### config.mk
export PLATFORM = sky130hd
export DESIGN_NAME = beam_sum
export DESIGN_NICKNAME = d
export VERILOG_FILES = /design/src/rtl/beam_sum.sv
export SDC_FILE = /design/constraint.sdc
export NUM_CORES = 1
export LEC_CHECK = 0
export ABC_AREA = 1
export CORE_ASPECT_RATIO = 1.5
export CORE_MARGIN = 10
export CORE_UTILIZATION = 50
export DETAILED_ROUTE_END_ITERATION = 16
export GPL_TIMING_DRIVEN = 0
export PLACE_DENSITY = 0.82
export SYNTH_ARGS = -nofsm -noshare
export SYNTH_HDL_FRONTEND = slang
export SYNTH_SLANG_ARGS = --single-unit
### constraint.sdc
create_clock -name clk -period 6.55 [get_ports clk]
set_clock_uncertainty 0.2 [all_clocks]
set_input_delay 0.9825 -clock clk [delete_from_list [all_inputs] [get_ports clk]]
set_output_delay 0.9825 -clock clk [all_outputs]
set_load 0.005 [all_outputs]
### src/rtl/beam_sum.sv
// Delay-and-sum combiner: captures eight delayed PCM channels, serially sums the
// enabled ones, scales by a power of two and holds the result on a valid/ready port.
// Define BEAM_SUM_SAT_EN to clamp out-of-range results (and flag beam_clip) instead of wrapping.
module beam_sum #(
   localparam int unsigned NCH = 8,
   localparam int unsigned DW  = 19
) (
   input  logic          clk,
   input  logic          rst,
   input  logic          pcm_valid,
   input  logic [DW-1:0] pcm_data_0,
   input  logic [DW-1:0] pcm_data_1,
   input  logic [DW-1:0] pcm_data_2,
   input  logic [DW-1:0] pcm_data_3,
   input  logic [DW-1:0] pcm_data_4,
   input  logic [DW-1:0] pcm_data_5,
   input  logic [DW-1:0] pcm_data_6,
   input  logic [DW-1:0] pcm_data_7,
   input  logic [7:0]    chan_mask,
   input  logic [1:0]    gain_shift,
   input  logic          out_ready,
   output logic          beam_valid,
   output logic [DW-1:0] beam_data,
   output logic          beam_clip,
   output logic          busy,
   output logic [7:0]    overrun_cnt
);

   localparam int unsigned AW = 22;

   typedef enum logic [1:0] {
      S_IDLE,
      S_ACCUM,
      S_SCALE,
      S_HOLD
   } state_t;

   state_t state, state_nxt;

   logic [DW-1:0]        pcm_in [NCH];
   logic [DW-1:0]        cap    [NCH];
   logic [7:0]           mask_q;
   logic [1:0]           gain_q;
   logic signed [AW-1:0] acc;
   logic [2:0]           idx;

   logic                 capture;
   logic                 add_en;
   logic                 load_out;
   logic                 xfer;
   logic                 drop;

   logic [DW-1:0]        sel;
   logic signed [AW-1:0] addend;
   logic [1:0]           shamt;
   logic [DW-1:0]        res;

   assign pcm_in[0] = pcm_data_0;
   assign pcm_in[1] = pcm_data_1;
   assign pcm_in[2] = pcm_data_2;
   assign pcm_in[3] = pcm_data_3;
   assign pcm_in[4] = pcm_data_4;
   assign pcm_in[5] = pcm_data_5;
   assign pcm_in[6] = pcm_data_6;
   assign pcm_in[7] = pcm_data_7;

   always_ff @(posedge clk or negedge rst) begin
      if (!rst) state <= S_IDLE;
      else      state <= state_nxt;
   end

   always_comb begin
      state_nxt = state;
      capture   = 1'b0;
      add_en    = 1'b0;
      load_out  = 1'b0;
      xfer      = 1'b0;
      drop      = 1'b0;
      unique case (state)
         S_IDLE: begin
            if (pcm_valid) begin
               capture   = 1'b1;
               state_nxt = S_ACCUM;
            end
         end
         S_ACCUM: begin
            add_en = 1'b1;
            drop   = pcm_valid;
            if (idx == 3'(NCH - 1)) state_nxt = S_SCALE;
         end
         S_SCALE: begin
            load_out  = 1'b1;
            drop      = pcm_valid;
            state_nxt = S_HOLD;
         end
         S_HOLD: begin
            // a strobe coinciding with the transfer edge starts the next set directly
            if (beam_valid && out_ready) begin
               xfer = 1'b1;
               if (pcm_valid) begin
                  capture   = 1'b1;
                  state_nxt = S_ACCUM;
               end else begin
                  state_nxt = S_IDLE;
               end
            end else begin
               drop = pcm_valid;
            end
         end
         default: state_nxt = S_IDLE;
      endcase
   end

   always_comb begin
      sel    = cap[idx];
      addend = mask_q[idx] ? {{(AW - DW){sel[DW-1]}}, sel} : '0;
   end

   always_ff @(posedge clk or negedge rst) begin
      if (!rst) begin
         for (int unsigned k = 0; k < NCH; k++) cap[k] <= '0;
         mask_q <= '0;
         gain_q <= '0;
         acc    <= '0;
         idx    <= '0;
      end else if (capture) begin
         for (int unsigned k = 0; k < NCH; k++) cap[k] <= pcm_in[k];
         mask_q <= chan_mask;
         gain_q <= gain_shift;
         acc    <= '0;
         idx    <= '0;
      end else if (add_en) begin
         acc <= acc + addend;
         idx <= idx + 3'd1;
      end
   end

   assign shamt = 2'd3 - gain_q;

`ifdef BEAM_SUM_SAT_EN
   localparam logic signed [AW-1:0] OUT_MAX = AW'((2 ** (DW - 1)) - 1);
   localparam logic signed [AW-1:0] OUT_MIN = AW'(-(2 ** (DW - 1)));

   logic signed [AW-1:0] scaled;
   logic                 clip;
   logic                 clip_q;

   always_comb begin
      scaled = acc >>> shamt;
      clip   = 1'b0;
      res    = scaled[DW-1:0];
      if (scaled > OUT_MAX) begin
         res  = OUT_MAX[DW-1:0];
         clip = 1'b1;
      end else if (scaled < OUT_MIN) begin
         res  = OUT_MIN[DW-1:0];
         clip = 1'b1;
      end
   end

   always_ff @(posedge clk or negedge rst) begin
      if (!rst)          clip_q <= 1'b0;
      else if (load_out) clip_q <= clip;
   end

   assign beam_clip = clip_q;
`else
   always_comb begin
      res = DW'(acc >>> shamt);
   end

   assign beam_clip = 1'b0;
`endif

   always_ff @(posedge clk or negedge rst) begin
      if (!rst) begin
         beam_valid  <= 1'b0;
         beam_data   <= '0;
         busy        <= 1'b0;
         overrun_cnt <= '0;
      end else begin
         if (load_out) begin
            beam_data  <= res;
            beam_valid <= 1'b1;
         end else if (xfer) begin
            beam_valid <= 1'b0;
         end
         busy <= (state_nxt != S_IDLE);
         if (drop && (overrun_cnt != '1)) overrun_cnt <= overrun_cnt + 8'd1;
      end
   end

endmodule

; ---- After elaboration in Yosys (flattened, before gate mapping)
; Cells that the tools add are included.
[totals]
regBits = 218
latchBits = 0
mem_bits_rw = 0
romBits = 0
inputBits = 166
elab_cells = 63
n_memories = 0
[op_classes]
n_addsub = 4
n_mul = 0
div_mod_pow = 0
n_lt_le_gt_ge = 2
n_eq_ne = 5
n_shift = 1
n_mux = 26
bitwise = 1
reduce_logical = 7
[op_table]
columns = cell, n
row1 = 22-bit two-way mux, 3
row2 = 19-bit binary-select mux with 3-bit select, 1
row3 = 19-bit two-way mux, 2
row4 = 22-bit adder, 1
row5 = 22-bit by 2-bit >>> shifter with 19-bit output, 1
row6 = 1-bit two-way mux, 11
row7 = "8-bit by 1-bit adder with 8-bit output, second input constant", 1
row8 = "8-bit inequality test, second input constant", 1
row9 = 2-bit case mux with 4 select lines, 1
row10 = 2-bit two-way mux, 3
row11 = 3-bit two-way mux, 2
row12 = 2-bit nonzero test, 3
row13 = "2-bit == test, second input constant", 2
row14 = "4-bit >= comparator, second input constant", 1
row15 = "3-bit by 4-bit less-than comparator with 1-bit output, second input constant", 1
row16 = 3-bit NOT with 4-bit output, 1
row17 = 1-bit case mux with 2 select lines, 2
row18 = "3-bit by 1-bit adder with 3-bit output, second input constant", 1
row19 = 1-bit binary-select mux with 3-bit select, 1
row20 = "3-bit == test, second input constant", 1
row21 = "2-bit by 1-bit == test with 1-bit output, second input constant", 1
row22 = 1-bit logical AND, 2
row23 = 2-bit logical NOT, 1
row24 = 2-bit OR reduction, 1
row25 = "2-bit subtractor, first input constant", 1

; ---- Logic depth before layout (Yosys ltp)
; Gate-level depths: netlist of the first run.
[depth]
word_depth = 8
ltp_mapped = 24
depth_no_buf = 21

; ---- Worst setup path before layout of the first run
; No wires, ideal clock.
[synth_timing]
kind = flip-flop to flip-flop
startpoint = register idx[0]
endpoint = register acc[16]
setup_ns = 0.126
arrival_time_ns = 2.783
t_required_ns = 6.224
setup_slack_ns = 3.441
path_stages_with_launch = 24
n_path_buf = 3
cell_sequence = dfrtp_1 -> buf_2 -> inv_2 -> buf_6 -> buf_2 -> nor2_1 -> o22ai_1 -> nand2_1 -> nand2_1 -> nand2_1 -> inv_1 -> ha_1 -> inv_1 -> fa_1 -> inv_1 -> nand2_1 -> nand2_1 -> o21ai_0 -> o21ai_0 -> nand2_1 -> nand2_1 -> nand2_1 -> nand2_1 -> o21ai_0
[synth_via]
elab_chain_len = 8
elab_cells_between_ends = 10
cone_classes = add/sub: 1 / mux: 8 / bitwise: 1
[synth_lines]
columns = element, line
row1 = from (decl), 45  ; logic [2:0] idx;
row2 = from (signal assigned), 134  ; idx <= idx + 3'd1;
row3 = 3-bit NOT with 4-bit output (not written as such), 115  ; sel = cap[idx];
row4 = 19-bit binary-select mux with 3-bit select, 115
row5 = 19-bit two-way mux (not written as such) (2 in series), 115
row6 = 22-bit two-way mux *, 116  ; addend = mask_q[idx] ? {{(AW - DW){sel[DW-1]}}, sel} : '0;
row7 = 22-bit adder *, 133  ; acc <= acc + addend;
row8 = 22-bit two-way mux *, 132  ; end else if (add_en) begin
row9 = 22-bit two-way mux *, 126  ; end else if (capture) begin
row10 = to (signal assigned), 133
row11 = to (decl), 44  ; logic signed [AW-1:0] acc;
; Every way passes the cells marked *; elsewhere a longest branch is shown, timed or not. The select of a mux whose other input is x is not followed.
; A chain may end at the register's enable or synchronous reset.

; ---- Final worst setup path of the first run
[layout_timing]
startpoint = register idx[1]
endpoint = register acc[12]
; The elaborated chain is that of the path after synthesis.

==> flow_summary.yaml, run 1 <==
status:
  status: "completed"
flow_run:
  max_cap_viol_count: 0
route:
  via_per_inst: 5.35
  ant_nets: 0
  vias: 11100
  dr.pass1.iters: 5
  drt_iter0_drc: 839
  wl_per_cell_um: 17.7
  drt-total-wl_mm: 36.8
  drc: 0
placed_design:
  numPortBuffers: 194
  placed_cells: 2043
  hpwl_mm: 29.0
  place_congestion: 0.961
  place_area_um2: 13900
sta:
  fmax_ghz: 0.237
  finalSetupViolCount: 0
  slew_headroom_pct: 50.8
  rsz0062_at_grt: "false"
  finalHoldViolCount: 0
  fin_crit_ps: 4210
  period_share_pct: 64.3
  tightestPinTransition_ps: 738
  maxSlewViolCount: 0
clock_tree:
  numCtsBuffers: 22
  numClockSinks: 218
  h-tree-depth: 1
  cts_tree: "yes"
  cts_resized: 0
  cts_buffer_depth: 3
  cts.hold.buffers_added: 0
  cts_root_buf: "clkbuf_16"
  postCtsSetupRepairBufs: 0
  clk_pin_slew_ps: 70
  clk_latency_ps: 520
worst_setup_path:
  startpoint_type: "register"
  r2r-start: "idx[1]"
  startpoint: "idx[1]"
  cp.required_ps: 6740
  cp_data_arrival_time_ps: 4400
  worst-path-max-fanout: 10
  worstSetupPathType: "register to register"
  end_kind: "register"
finish:
  mostFrequentLayoutCell: "nand2_1"
  synthToLayoutAreaGrowth_pct: 26.5
  fillers: 1997
  final_area_um2: 14600
  fin_nets: 1983
  fin_cells: 2083
  layout_common_cells: "nand2_1 (698), dfrtp_1 (218), clkdlybuf4s50_1 (193)"
  insertedDiodeCount: 0
  drive_gt1_share_pct: 4.77
pwr:
  ir_drop_uv: 276
  power_leakage_nw: 7.49
  pwr_density_cell_nw_per_um2: 514
floorplan:
  start_util_pct: 50.4
  core-area_um2: 22900
  die_h_um: 206
  boundaryPins: 196
  die_w_um: 144
  rows: 68
  dieArea_um2: 29700
global_route:
  grt_first_pass_wirelength_mm: 58.0
  antenna_found_initial: 0
  grtUsageTotal_pct: 24.7
  grt_max_degree: 122
  grt_pass1_vias: 11500
  overflow: 0
synth:
  synth_area_um2: 11500
  yosys_register_bits: 218
  syn_area_per_cell_um2: 7.35
  yosysTopAreaCellShare_pct: 47.3
  synth_top_area_cell: "dfrtp_1"
  ys_types: 34
  seq_area_frac_synth_pct: 47.3
  synthesis.nets: 1764
  synth_cells: 1568
  synth_area_leaders: "dfrtp_1 (47%), nand2_1 (23%), o21ai_0 (6.4%)"
  ys_warn_count: 0
hold_path:
  min_path_type: "register to register"
  hold_start: "cap[129]"
## critical path: stages (launching register included)
cell and delay [ps]:
dfrtp_1 460, inv_1 170, clkbuf_2 270, clkbuf_1 420
o21ai_0 160, o22ai_1 130, nand2_1 60, nand2_1 90
nand2_1 60, inv_1 60, ha_1 170, inv_1 60
fa_1 370, inv_1 90, nand2_1 80, nand2_1 60
o21ai_0 180, o21ai_0 520, nand2_1 100, nand2_1 170
nand2_1 80, nand2_1 50, o21ai_0 70
## power breakdown
part / switching (mW) / total (mW) / internal, mW
registers: 0.408 / 2.39 / 1.98
logic: 2.42 / 3.82 / 1.40
clock network: 0.545 / 1.28 / 0.734
## final timing paths
path / end / cells past startpoint / slack, ps
hold reg to reg: cap[129] / 2 / 280
hold / removal: cap[129] / 2 / 280
setup reg to reg: acc[12] / 22 / 2340
setup / recovery: acc[12] / 22 / 2340
max in group asynchronous: cap[68] / 2 / 4770
min in group asynchronous: overrun_cnt[0] / 1 / 300
## Yosys cell counts, drive strengths merged
cell type	instances
nand2	698
dfrtp	218
o21ai	148
nor2	121
inv	105
buf	40
clkbuf	39
o22ai	39
a21oi	37
nand3	35
ha	29
mux2i	14
o22a	13
xor2	7
nand4	5
nor3	5
o21bai	4
nand3b	3
or2	2
clkinv	1
conb	1
fa	1
nor4	1
o211ai	1
xnor2	1
## per-layer routing
layer,part of all wire [%],global-route usage (%),routed length (um)
met5,0,0,0
met3,5.4,3.27,2000
met4,4.7,12.5,1730
met1,37,26.4,13600
met2,53,46.0,19500
## registers in the layout, summed over array words and instances, names as in the netlist
name,flops
beam_data,19
state,2
cap,152
acc,22
beam_valid,1
mask_q,8
idx,3
busy,1
overrun_cnt,8
gain_q,2
## kinds of logic after synthesis
family	count (synthesis)	synth area share [%]
AO/OA/AOI/OAI	242	11.5
buffers and inverters	185	6.86
AND/OR/NAND/NOR	870	29.2
other	1	0.0325
XOR/XNOR	8	0.608
adder cells (fa/ha/maj)	30	3.32
flip-flops	218	47.3
multiplexers	14	1.22
## cell type report
class                   count  area [um^2]  share of cell area, %
flip-flops and latches    218         5460                   37.4
multi-input cells        1165         5280                   36.2
repair buffers            195         1970                   13.5
clock buffers              33          653                   4.48
inverters                 106          398                   2.73
plain buffers              79          393                   2.69
well taps                 280          350                   2.40
clock inverters             7         75.1                  0.515
## through the flow
stage          setup slack (ps)  TNS [ps]  power [mW]  hold WS [ps]  util (%)
2_1_floorplan              3440         0        4.83           244         -
3_3_place_gp              -4610   -998250        6.05           257      60.4
3_5_place_dp               2500         0        6.16           260      60.5
4_1_cts                    2490         0        7.46           278      63.7
5_1_grt                    1980         0        8.08           294      63.7
6_report                   2340         0        7.49           276      63.7
Note: power is estimated with default switching activity, not from simulation.
==> run 2, diff against run 1 <==
--- a/config.mk
+++ b/config.mk
@@ -8,10 +8,10 @@
 export ABC_AREA = 1
 export CORE_ASPECT_RATIO = 1.5
 export CORE_MARGIN = 10
-export CORE_UTILIZATION = 50
+export CORE_UTILIZATION = 49
 export DETAILED_ROUTE_END_ITERATION = 16
 export GPL_TIMING_DRIVEN = 0
-export PLACE_DENSITY = 0.82
+export PLACE_DENSITY = 0.84
 export SYNTH_ARGS = -nofsm -noshare
 export SYNTH_HDL_FRONTEND = slang
 export SYNTH_SLANG_ARGS = --single-unit
==> constraint.sdc (replaced) <==
create_clock -name clk -period 3.4 [get_ports clk]
set_clock_uncertainty 0.2 [all_clocks]
set_input_delay 0.51 -clock clk [delete_from_list [all_inputs] [get_ports clk]]
set_output_delay 0.51 -clock clk [all_outputs]
set_load 0.005 [all_outputs]
==> flow_summary.yaml, run 2 (same netlist as run 1, synthesis figures left out) <==
status:
  status: "completed"
global_route:
  grt_max_degree: 86
  antenna_found_initial: 0
  grtUsageTotal_pct: 23.6
  grt_pass1_vias: 11600
  grt_first_pass_wirelength_mm: 58.6
  overflow: 0
placed_design:
  numPortBuffers: 194
  hpwl_mm: 29.0
  place_congestion: 0.989
finish:
  fin_nets: 1989
  insertedDiodeCount: 0
  synthToLayoutAreaGrowth_pct: 28.9
  drive_gt1_share_pct: 6.92
  largest_register_ffs: 152
  top_register: "cap"
  mostFrequentLayoutCell: "nand2_1"
  layout_common_cells: "nand2_1 (696), dfrtp_1 (217), clkdlybuf4s50_1 (193)"
  reg.largest.list: "cap x152, acc x22, beam_data x19"
floorplan:
  die_w_um: 145
  die_h_um: 208
  start_util_pct: 49.8
  dieArea_um2: 30200
  rows: 68
  boundaryPins: 196
  core-area_um2: 23100
worst_setup_path:
  cp.required_ps: 3620
  cp.depth: 22
  crit_path_max_incr_delay_ps: 410
  end_kind: "register"
  worstSetupPathType: "register to register"
  crit_family: "simple AND/OR/NAND/NOR gates"
  path_cells: "buf_6 > inv_8 > buf_8 > buf_8 > nor2_1 > o22ai_1 > nand2_1 > nand2_1 > nand2_1 > inv_1 > ha_2 > inv_1 > fa_2 > inv_2 > nand2_1 > nand2_2 > o21ai_4 > o21ai_2 > nand3_2 > nand3_1 > nand2_1 > o21ai_1"
  cp_num_buf_inv: 7
  cpMostUsedCell: "nand2_1"
  worst-path-max-fanout: 11
  startpoint_type: "register"
  r2r_cells: 22
  cp_data_arrival_time_ps: 3540
  crit_slowest_cell: "dfrtp_1"
pwr:
  power_leakage_nw: 7.58
  total_power_mw: 14.7
  pwr_density_cell_nw_per_um2: 988
  ir_drop_uv: 516
sta:
  fin_crit_ps: 3320
  tightestPinTransition_ps: 608
  rsz0062_at_grt: "true"
  finalSetupViolCount: 0
  slew_headroom_pct: 59.5
  period_share_pct: 97.6
  fmax_ghz: 0.301
  maxSlewViolCount: 0
  holdWs_ps: 281
  finalHoldViolCount: 0
clock_tree:
  h-tree-depth: 1
  numClockSinks: 218
  cts_buffer_depth: 3
  numCtsBuffers: 21
  clk_pin_slew_ps: 70
  clk_latency_ps: 510
  cts_tree: "yes"
  cts_root_buf: "clkbuf_16"
route:
  wl_per_cell_um: 17.5
  drt_iter0_drc: 845
  dr.pass1.iters: 5
  drc: 0
  drt-total-wl_mm: 37.1
  ant_nets: 0
  vias: 11300
  via_per_inst: 5.31
flow_run:
  max_cap_viol_count: 0
hold_path:
  whs_path_depth: 2
  min_path_type: "register to register"
[run 2: worst paths after layout]
path	start	to	slack [ps]
worst max-delay path	idx[0]	acc[14]	80
worst min-delay path	cap[128]	cap[128]	280
worst max register to register	idx[0]	acc[14]	80
worst min register to register	cap[128]	cap[128]	280
max in group asynchronous	rst	acc[20]	1860
min in group asynchronous	rst	cap[36]	330
[run 2: layout make-up]
class | instances | area [um^2]
Buffer | 79 | 478
Clock buffer | 25 | 561
Clock inverter | 12 | 130
Fill cell | 2021 | 8280
Inverter | 106 | 405
Multi-Input combinational cell | 1165 | 5370
Sequential cell | 218 | 5460
Tap cell | 315 | 394
Timing Repair Buffer | 202 | 2070
[run 2: worst min-delay path: stages, from the launching register on]
cell	delay, ps
dfrtp_1	340
nand2_1	50
nand2_1	60
[run 2: timing repair]
action / 4_1_cts / 5_1_grt
pin swaps: 2 / 6
hold buffers: 1 / 0
resized for setup: 38 / 38
endpoints found under the setup margin: 16 / 13
setup buffers: 1 / 3
endpoints found under the hold margin: 64 / 0
cloned: 0 / 1
[run 2: per-stage QoR]
| stage | util (%) | worst slack [ps] | TNS, ps | area, um^2 | cells |
|---|---|---|---|---|---|
| floorplan | - | 291 | 0 | 11500 | 1568 |
| global placement | 59.9 | -7150 | -1561090 | 13900 | 2077 |
| detailed placement | 60.2 | -882 | -5300 | 13900 | 2079 |
| CTS | 63.6 | 3.17 | 0 | 14700 | 2118 |
| global route | 64.2 | -41.4 | -111 | 14900 | 2122 |
| finish | 64.2 | 81.0 | 0 | 14900 | 2122 |
[run 2: power by group]
part,switching [mW],internal [mW],leakage (nW)
Sequential,0.791,3.82,2.71
Combinational,4.78,2.90,4.54
Clock,1.04,1.34,0.325
[run 2: metal layers]
| metal | GRT usage, % | up-vias | routed length, um |
|---|---|---|---|
| met5 | 0 | - | 0 |
| met1 | 24.7 | 5224 | 13200 |
| met2 | 44.3 | 484 | 19500 |
| met3 | 3.56 | 137 | 2370 |
| li1 | - | 5416 | - |
| met4 | 12.6 | 0 | 2080 |
